File: config.mk
export PLATFORM = sky130hd
export DESIGN_NAME = instr_fetch
export DESIGN_NICKNAME = d
export VERILOG_FILES = /design/src/rtl/fetch_pkg.sv /design/src/rtl/instr_fetch.sv
export SDC_FILE = /design/constraint.sdc
export NUM_CORES = 1
export LEC_CHECK = 0
export CELL_PAD_IN_SITES_DETAIL_PLACEMENT = 1
export CELL_PAD_IN_SITES_GLOBAL_PLACEMENT = 2
export CORE_UTILIZATION = 42
export CTS_CLUSTER_SIZE = 16
export DETAILED_ROUTE_END_ITERATION = 8
export DONT_BUFFER_PORTS = 1
export GPL_ROUTABILITY_DRIVEN = 1
export PLACE_DENSITY_LB_ADDON = 0.08
export SYNTH_ARGS = -nofsm -noshare
export SYNTH_HDL_FRONTEND = slang
export SYNTH_SLANG_ARGS = --single-unit
File: constraint.sdc
create_clock -name clk -period 4.9 [get_ports clk]
set_clock_uncertainty 0.2 [all_clocks]
set_input_delay 1.47 -clock clk [delete_from_list [all_inputs] [get_ports clk]]
set_output_delay 1.47 -clock clk [all_outputs]
set_load 0.05 [all_outputs]
File: src/rtl/fetch_pkg.sv
// Shared definitions for the instruction fetch stage: FSM state encoding
// and the default widths / halt opcode used by instr_fetch.
package fetch_pkg;

    // Fetch controller states
    typedef enum logic [1:0] {
        ST_IDLE   = 2'd0,
        ST_FETCH  = 2'd1,
        ST_HALTED = 2'd2
    } fetch_state_e;

    // Default program-counter and instruction widths
    localparam int DEFAULT_PC_W    = 8;
    localparam int DEFAULT_INSTR_W = 16;

    // Instruction word recognised as halt when halt detection is built in
    localparam logic [DEFAULT_INSTR_W-1:0] DEFAULT_HALT_OPCODE = 16'hFFFF;

endpackage

File: src/rtl/instr_fetch.sv
// Instruction fetch stage. Drives a registered pc to an external
// combinational program ROM and captures the returned word into a
// single-entry valid/ready output register. Branch redirects flush the
// held instruction and reload pc.
//
// Optional feature: define IFETCH_HALT_DET_EN to make a fetched
// HALT_OPCODE word park the fetcher in HALTED until the next redirect.
// Without the macro HALT_OPCODE is an ordinary instruction and halted is 0.
module instr_fetch
    import fetch_pkg::*;
#(
    parameter int                 PC_W        = DEFAULT_PC_W,
    parameter int                 INSTR_W     = DEFAULT_INSTR_W,
    parameter logic [PC_W-1:0]    RESET_PC    = '0,
    parameter logic [INSTR_W-1:0] HALT_OPCODE = DEFAULT_HALT_OPCODE
) (
    input  logic               clk,
    input  logic               rst,
    input  logic               run,
    output logic [PC_W-1:0]    pc,
    input  logic [INSTR_W-1:0] code,
    input  logic               branch_valid,
    input  logic [PC_W-1:0]    branch_target,
    output logic               instr_valid,
    input  logic               instr_ready,
    output logic [INSTR_W-1:0] instr_data,
    output logic [PC_W-1:0]    instr_pc,
    output logic               halted
);

`ifdef IFETCH_HALT_DET_EN
    localparam bit HALT_DET_EN = 1'b1;
`else
    localparam bit HALT_DET_EN = 1'b0;
`endif

    fetch_state_e       state_q, state_d;
    logic [PC_W-1:0]    pc_q, pc_d;
    logic [PC_W-1:0]    instr_pc_q, instr_pc_d;
    logic [INSTR_W-1:0] instr_data_q, instr_data_d;
    logic               instr_valid_q, instr_valid_d;
    logic               load;
    logic               halt_hit;

    // A new word is captured only while fetching, not redirecting, and the
    // output register is empty or being drained this cycle.
    assign load = (state_q == ST_FETCH) && run && !branch_valid &&
                  (!instr_valid_q || instr_ready);

    // Halt detection collapses to constant 0 when the feature is not built.
    assign halt_hit = HALT_DET_EN && (code == HALT_OPCODE);

    // Next-state and next-output computation for the fetch controller
    always_comb begin
        state_d       = state_q;
        pc_d          = pc_q;
        instr_pc_d    = instr_pc_q;
        instr_data_d  = instr_data_q;
        instr_valid_d = instr_valid_q;

        if (branch_valid) begin
            pc_d          = branch_target;
            instr_valid_d = 1'b0;
            if (state_q == ST_HALTED) begin
                state_d = ST_FETCH;
            end
        end else begin
            case (state_q)
                ST_IDLE: begin
                    if (run) begin
                        state_d = ST_FETCH;
                    end
                end
                ST_FETCH: begin
                    if (!run) begin
                        state_d = ST_IDLE;
                    end
                end
                ST_HALTED: begin
                    state_d = ST_HALTED;
                end
                default: begin
                    state_d = ST_IDLE;
                end
            endcase

            if (load) begin
                instr_data_d  = code;
                instr_pc_d    = pc_q;
                instr_valid_d = 1'b1;
                if (halt_hit) begin
                    state_d = ST_HALTED;
                end else begin
                    pc_d = pc_q + PC_W'(1);
                end
            end else if (instr_valid_q && instr_ready) begin
                instr_valid_d = 1'b0;
            end
        end
    end

    // State and output registers, cleared asynchronously on reset
    always_ff @(posedge clk or posedge rst) begin
        if (rst) begin
            state_q       <= ST_IDLE;
            pc_q          <= RESET_PC;
            instr_pc_q    <= '0;
            instr_data_q  <= '0;
            instr_valid_q <= 1'b0;
        end else begin
            state_q       <= state_d;
            pc_q          <= pc_d;
            instr_pc_q    <= instr_pc_d;
            instr_data_q  <= instr_data_d;
            instr_valid_q <= instr_valid_d;
        end
    end

    assign pc          = pc_q;
    assign instr_pc    = instr_pc_q;
    assign instr_data  = instr_data_q;
    assign instr_valid = instr_valid_q;

`ifdef IFETCH_HALT_DET_EN
    logic halted_q, halted_d;

    // halted is registered alongside the state so it tracks HALTED exactly
    always_comb begin
        halted_d = (state_d == ST_HALTED);
    end

    // Registered halt indicator
    always_ff @(posedge clk or posedge rst) begin
        if (rst) begin
            halted_q <= 1'b0;
        end else begin
            halted_q <= halted_d;
        end
    end

    assign halted = halted_q;
`else
    assign halted = 1'b0;
`endif

endmodule

# Word-level counts from Yosys, hierarchy flattened
# Index checks and enable logic that the tools add are counted.
word_totals:
  output_inout_bits: 34
  ff_bits: 35
  elab_cells: 34
  inputBits: 29
op_classes:
  bitwise_logic: 1
  mux: 10
  add_sub_neg: 1
  eq_ne: 5
  n_reduce_logical: 12
op_table:
  columns: ["cell", "count"]
  rows:
  - ["two-way mux 8 bit", 2]
  - ["adder 8 x 1 -> 8 bit (second input constant)", 1]
  - ["two-way mux 2 bit", 4]
  - ["inequality test 3 bit (second input constant)", 2]
  - ["case mux 2 bit (3 select lines)", 1]
  - ["logical AND 1 bit", 4]
  - ["two-way mux 1 bit", 3]
  - ["AND reduction 3 bit", 1]
  - ["nonzero test 3 bit", 1]
  - ["equality test 2 x 1 -> 1 bit (second input constant)", 1]
  - ["equality test 2 bit (second input constant)", 1]
  - ["zero test 1 bit", 2]
  - ["zero test 2 bit", 1]
  - ["inequality test 2 x 1 -> 1 bit (second input constant)", 1]
  - ["AND reduction 2 bit", 1]
  - ["nonzero test 2 bit", 1]
  - ["logical OR 1 bit", 1]
  - ["NOT 1 bit", 1]

# Logic depth before layout (Yosys ltp)
# Gate-level depths: netlist of run 1.
depth:
  depth_word: 6
  ltp_mapped: 5
  ltp_nobuf: 4

# Worst setup path after synthesis of run 1
# No wires, ideal clock.
synth_timing:
  path_type: "input to register"
  from: "input port instr_ready"
  to: "register instr_pc_q[2], in the netlist instr_pc[2]"
  arrival_ns: 2.348
  t_required_ns: 4.575
  stages: 4
  setup_ns: 0.125
  n_path_buf: 1
  setup_slack_ns: 2.226
  path_cell_list: "nand2b_1 > nand4_4 > buf_6 > mux2_4"
synth_via:
  elab_chain_cells: 3
synth_rtl:
  columns: ["item", "line_no", "rtl"]
  rows:
  - ["start, declared", "instr_fetch.sv:25", "input logic instr_ready,"]
  - ["logical OR 1 bit", "instr_fetch.sv:48", "(!instr_valid_q || instr_ready);"]
  - ["logical AND 1 bit", "instr_fetch.sv:47", "assign load = (state_q == ST_FETCH) && run && !branch_valid &&"]
  - ["AND reduction 2 bit (no line)", null, null]
  - ["end signal, assigned", "instr_fetch.sv:113", "instr_pc_q <= instr_pc_d;"]
  - ["end, declared", "instr_fetch.sv:39", "logic [PC_W-1:0] instr_pc_q, instr_pc_d;"]
# Every way passes these cells.
# A chain may end at the register's enable or synchronous reset.

# Worst setup path in the final report of run 1
layout_timing:
  from: "input port run"
  to: "register instr_data_q[3], in the netlist instr_data[3]"
layout_via:
  elab_chain_cells: 4
layout_rtl:
  columns: ["item", "line_no", "rtl"]
  rows:
  - ["start, declared", "instr_fetch.sv:19", "input logic run,"]
  - ["logical AND 1 bit (3 in series)", "instr_fetch.sv:47", null]
  - ["AND reduction 2 bit (no line)", null, null]
  - ["end signal, assigned", "instr_fetch.sv:114", "instr_data_q <= instr_data_d;"]
  - ["end, declared", "instr_fetch.sv:40", "logic [INSTR_W-1:0] instr_data_q, instr_data_d;"]
# Every way passes these cells.

==> results of run 1 <==
-- layer usage --
| metal | up-vias | wire [µm] | track usage |
|---|---|---|---|
| li1 | 476 | - | - |
| met1 | 536 | 1600 | 0.229 |
| met2 | 37 | 1720 | 0.281 |
| met3 | 7 | 211 | 0.0538 |
| met4 | 0 | 54 | 0.0815 |
| met5 | - | 0 | 0 |
-- flip-flops by register name, summed over array words and instances (netlist names) --
register     flops
instr_valid      1
state_q          2
instr_data      16
pc               8
instr_pc         8
-- cell type report --
cell class,instances,area [µm²]
repair buffers,1,7.51
multi-input cells,83,752
fillers,382,1950
well taps,48,60.1
clock buffers,6,82.6
clock inverters,2,35.0
flip-flops and latches,35,876
inverters,3,11.3
-- how the worst max path moves through the flow --
stage	from	end	slack, ns	depth (start not counted)
floorplan	instr_ready	instr_pc[2]	2.23	4
global placement	run	instr_data[8]	1.66	3
detailed placement	run	instr_data[2]	1.53	3
CTS	run	instr_data[3]	1.82	3
global route	run	instr_data[3]	1.75	3
finish	run	instr_data[3]	1.87	3
-- cells in the mapped netlist (3+ instances only) --
library cell,number,area (µm²)
nor2b_1,5,31.3
mux2_2,4,45.0
nor2_1,6,22.5
a31oi_1,4,25.0
mux2_4,20,300
buf_6,3,33.8
o31ai_1,6,45.0
nand2b_1,3,18.8
or4_1,3,22.5
nand4_1,5,31.3
dfrtp_1,35,876
-- critical path: stages --
cell and delay, ns:
nor2b_1 0.46, nand4_4 0.56, mux2_4 0.49
-- logic make-up after synthesis --
kind of cell / count (synthesis) / synth area share
simple gates: 36 / 0.140
flops: 35 / 0.515
fa+ha+maj: 1 / 0.00735
compound gates: 20 / 0.0846
mux: 24 / 0.203
buf+inv: 11 / 0.0434
other cells: 1 / 0.00220
xor+xnor: 1 / 0.00515
-- through the flow --
stage,util,cells,cell area (µm²),hold WS (ns),setup slack (ns)
after global routing,0.484,178,1820,0.396,1.75
after detailed placement,0.453,170,1710,0.336,1.53
after CTS,0.484,178,1820,0.365,1.82
final,0.484,178,1820,0.356,1.87
after floorplan,-,129,1700,0.298,2.23
after global placement,0.453,170,1710,0.319,1.66
-- placed cells by master, fill, tap and decap left out, types with 2 or more instances in the layout --
cell | Yosys | final
nand4_1 | 5 | 5
nor2_1 | 6 | 6
a31oi_1 | 4 | 4
nand3_1 | 2 | 2
a22oi_1 | 2 | 2
nor2b_1 | 5 | 5
and4_1 | 2 | 2
mux2_4 | 20 | 20
mux2_2 | 4 | 4
o31ai_1 | 6 | 6
nand2_1 | 2 | 2
or4_1 | 3 | 3
dfrtp_1 | 35 | 35
o21ai_0 | 2 | 2
inv_1 | 2 | 2
clkbuf_8 | 0 | 6
nand2b_1 | 3 | 3
-- power breakdown --
group / switching (W) / leakage [nW] / total [W] / internal, W
registers: 0.000291 / 0.413 / 0.000640 / 0.000349
clock network: 0.000103 / 0.0612 / 0.000267 / 0.000165
logic: 0.0000457 / 0.338 / 0.000133 / 0.0000874
==> impl_metrics.csv, run 1 <==
group,metric,value,unit
worst_setup_path,arrival,3.00,ns
worst_setup_path,rr_worst_depth,3,
clocking,cts_buffer_depth,2,
clocking,postCtsSetupRepairBufs,0,
global_routing,grt_max_degree,25,
worst_setup_path,r2r-end,"instr_data[3]",
worst_setup_path,cp.required,4.86,ns
timing,max_freq,0.330,GHz
worst_setup_path,worstSetupStartpointType,"primary input",
logic_synthesis,ys_async_sr_fraction,1.00,
logic_synthesis,synth-edff-count,0,
drt,dr_total_vias,1056,
global_routing,grt.total_usage,0.180,
clocking,clkSlewWorstSetupHoldPaths,0.07,ns
timing,period_share,0.619,
floorplan,die_height,65.7,µm
timing,hold_viol_final,0,
placed_design,port_buffers,0,
power,powerDensity,570,nW/µm²
worst_setup_path,path_max_fanout,24,
hold_path,holdPathStages,1,
logic_synthesis,synthDistinctLibCells,38,
finish,diodes,0,
drt,via_per_inst,5.93,
hold_path,min_to,"state_q[1]",
global_routing,grt_overflow,0,
placed_design,dp_hpwl,2490,µm
clocking,cts-root-buf,"clkbuf_8",
hold_path,hp-start,"state_q[1]",
finish,area_growth_syn_to_layout,7.21,%
floorplan,start_util,0.451,
drt,dr.pass1.iters,4,
worst_setup_path,path_class,"in -> reg",
floorplan,rows,22,
timing,worstMarginPinSlew,0.823,ns
finish,drive_gt1_frac,0.277,
clocking,cts_buffers,5,
logic_synthesis,ys_seq_area_frac,0.515,
timing,setup_viol,0,
clocking,cts_tree,"done",
floorplan,fp.dieW,65.7,µm
drt,drt-initial-drc-count,58,
clocking,cts_resized,0,
logic_synthesis,synth_nets,159,
clocking,cts_max_level,2,
timing,drv_slew,0,
timing,relSlewSlack,0.450,
logic_synthesis,ys_warn_count,0,
floorplan,io_pins,63,
placed_design,place_congestion,0.750,
drt,wl_per_cell,20.2,µm
floorplan,fp.dieArea,4310,µm²
worst_setup_path,rr_startpoint,"state_q[1]",
logic_synthesis,syn-instance-count,129,
worst_setup_path,end_kind,"register",
global_routing,grt_pass1_wl,5640,µm
logic_synthesis,syn_area_per_cell,13.2,µm²
clocking,insertion_delay,0.28,ns
timing,setup-tns-final,0,ns
outcome,status,"completed",
logic_synthesis,yosys_most_used_dff,"dfrtp_1",
hold_path,hold_path.class,"reg -> reg",
drt,routed_wl,3590,µm
logic_synthesis,synth_seq_cells,35,
global_routing,grt_pass1_vias,1082,
worst_setup_path,ff2ff_setup_slack,2.63,ns
logic_synthesis,synth_area,1700,µm²
clocking,holdBufCountCts,0,
power,finalPower,0.00104,W
drt,final_antenna_net_count,0,
clocking,cts.sinks,35,
run,cap_violations,0,
power,peakVddDrop,0.207,mV
drt,post-route-drc-count,0,
finish,final_nets,159,
power,p_leak,0.812,nW
floorplan,coreArea,3770,µm²
global_routing,antenna_found_initial,0,
timing,rsz0062_at_grt,"no",
timing,period_needed,3.03,ns
No activity file was read; power rests on OpenSTA's default activity.
==> inputs of run 2 (changes only) <==
--- a/config.mk
+++ b/config.mk
@@ -7,7 +7,7 @@
 export LEC_CHECK = 0
 export CELL_PAD_IN_SITES_DETAIL_PLACEMENT = 1
 export CELL_PAD_IN_SITES_GLOBAL_PLACEMENT = 2
-export CORE_UTILIZATION = 42
+export CORE_UTILIZATION = 35
 export CTS_CLUSTER_SIZE = 16
 export DETAILED_ROUTE_END_ITERATION = 8
 export DONT_BUFFER_PORTS = 1
==> constraint.sdc (replaced) <==
create_clock -name clk -period 2.7 [get_ports clk]
set_clock_uncertainty 0.2 [all_clocks]
set_input_delay 0.81 -clock clk [delete_from_list [all_inputs] [get_ports clk]]
set_output_delay 0.81 -clock clk [all_outputs]
set_load 0.05 [all_outputs]
==> impl_metrics.csv, run 2 (synthesized netlist as in run 1, its figures left out) <==
group,metric,value,unit
outcome,status,"completed",
timing,worstMarginPinSlew,0.691,ns
finish,area_growth_syn_to_layout,8.60,%
finish,final_common_cell,"dfrtp_1",
worst_setup_path,cp.required,2.66,ns
global_routing,grt_max_degree,36,
placed_design,dp_cells,180,
floorplan,fp.dieW,71.7,µm
clocking,postCtsSetupRepairBufs,0,
drt,wl_per_cell,19.2,µm
floorplan,start_util,0.363,
worst_setup_path,end_kind,"register",
timing,drv_slew,0,
drt,routed_wl,3600,µm
drt,post-route-drc-count,0,
global_routing,grt_pass1_vias,1175,
timing,whs,0.325,ns
finish,final_nets,163,
finish,diodes,0,
worst_setup_path,worstSetupStartpointType,"register",
global_routing,antenna_found_initial,0,
clocking,cts_resized,0,
worst_setup_path,ff2ff_setup_slack,0.48,ns
clocking,clkSlewWorstSetupHoldPaths,0.08,ns
floorplan,fp.dieArea,5140,µm²
finish,stdcell_count,188,
power,p_leak,0.821,nW
worst_setup_path,rr_worst_depth,3,
worst_setup_path,rr_startpoint,"instr_valid",
worst_setup_path,cp-endpoint,"instr_data[3]",
global_routing,grt_pass1_wl,5840,µm
finish,largest_reg_flops,16,
hold_path,hold_path.class,"in -> async",
finish,drive_gt1_frac,0.299,
floorplan,rows,25,
timing,hold_viol_final,0,
clocking,cts_tree,"done",
drt,via_per_inst,5.62,
global_routing,grt.total_usage,0.150,
drt,dr_total_vias,1056,
timing,relSlewSlack,0.539,
timing,max_freq,0.450,GHz
timing,period_needed,2.22,ns
floorplan,die_height,71.7,µm
power,powerDensity,990,nW/µm²
finish,fin_util,0.394,
placed_design,dp_hpwl,2510,µm
drt,final_antenna_net_count,0,
clocking,cts-root-buf,"clkbuf_8",
timing,setup_viol,0,
power,peakVddDrop,0.266,mV
clocking,insertion_delay,0.29,ns
clocking,cts_buffers,5,
finish,final_cell_mix,"dfrtp_1, mux2_4, clkbuf_8",
worst_setup_path,r2r-end,"instr_data[3]",
floorplan,coreArea,4690,µm²
worst_setup_path,path_class,"reg -> reg",
timing,rsz0062_at_grt,"no",
finish,fillCellCount,498,
worst_setup_path,crit_path_start,"instr_valid",
timing,period_share,0.823,
clocking,cts.sinks,35,
worst_setup_path,cp_cell_sequence,"nand2b_1 -> nand4_4 -> mux2_4",
worst_setup_path,crit_path_max_incr_delay,0.57,ns
global_routing,grt_overflow,0,
placed_design,port_buffers,0,
run,cap_violations,0,
worst_setup_path,arrival,2.18,ns
drt,drt-initial-drc-count,31,
worst_setup_path,slowest_stage,"dfrtp_1",
floorplan,io_pins,63,
clocking,cts_buffer_depth,2,
finish,multi_input_area,752,µm²
drt,dr.pass1.iters,4,
timing,setup-tns-final,0,ns
clocking,cts_max_level,2,
clocking,holdBufCountCts,0,
finish,regArea,876,µm²
placed_design,place_congestion,0.787,
worst_setup_path,path_max_fanout,24,
[run 2: metal layers]
metal	part of all wire	up-vias	track usage
met1	0.43	517	0.183
li1	-	484	-
met5	0	-	0
met3	0.072	6	0.0464
met2	0.49	49	0.251
met4	0.011	0	0.0523
[run 2: layout make-up]
cell class | instances | share of cell area
clock buffer | 7 | 0.0521
tap | 54 | 0.0366
sequential | 35 | 0.474
multi-input combinational | 83 | 0.407
clock inverter | 1 | 0.00406
timing repair buffer | 5 | 0.0203
inverter | 3 | 0.00609
[run 2: worst min-delay path by stage]
stage | slack [ns] | depth (start not counted) | end | start
2_1_floorplan | 0.30 | 1 | state_q[1] | state_q[1]
3_3_place_gp | 0.35 | 1 | state_q[1] | state_q[1]
3_5_place_dp | 0.34 | 1 | state_q[1] | state_q[1]
4_1_cts | 0.33 | 2 | state_q[1] | rst
5_1_grt | 0.37 | 2 | instr_data[15] | rst
6_report | 0.33 | 2 | instr_pc[1] | rst
[run 2: critical path: cells and delay by family, from the launching register on]
| kind | cells | cell delay [ns] |
|---|---|---|
| simple gates | 2 | 0.82 |
| flops | 1 | 0.57 |
| mux | 1 | 0.49 |
[run 2: report_power, final]
| part | switching (W) | total, W | internal, W |
|---|---|---|---|
| registers | 0.000514 | 0.00115 | 0.000634 |
| logic | 0.0000958 | 0.000260 | 0.000165 |
| clock network | 0.000189 | 0.000421 | 0.000232 |
| total | 0.000799 | 0.00183 | 0.00103 |
[run 2: per-stage QoR]
| stage | instance area, µm² | setup slack, ns | power, W |
|---|---|---|---|
| finish | 1850 | 0.478 | 0.00183 |
| global route | 1850 | 0.323 | 0.00191 |
| CTS | 1850 | 0.432 | 0.00185 |
| detailed placement | 1740 | 0.262 | 0.00142 |
| global placement | 1740 | 0.308 | 0.00141 |
| floorplan | 1700 | 0.686 | 0.00136 |
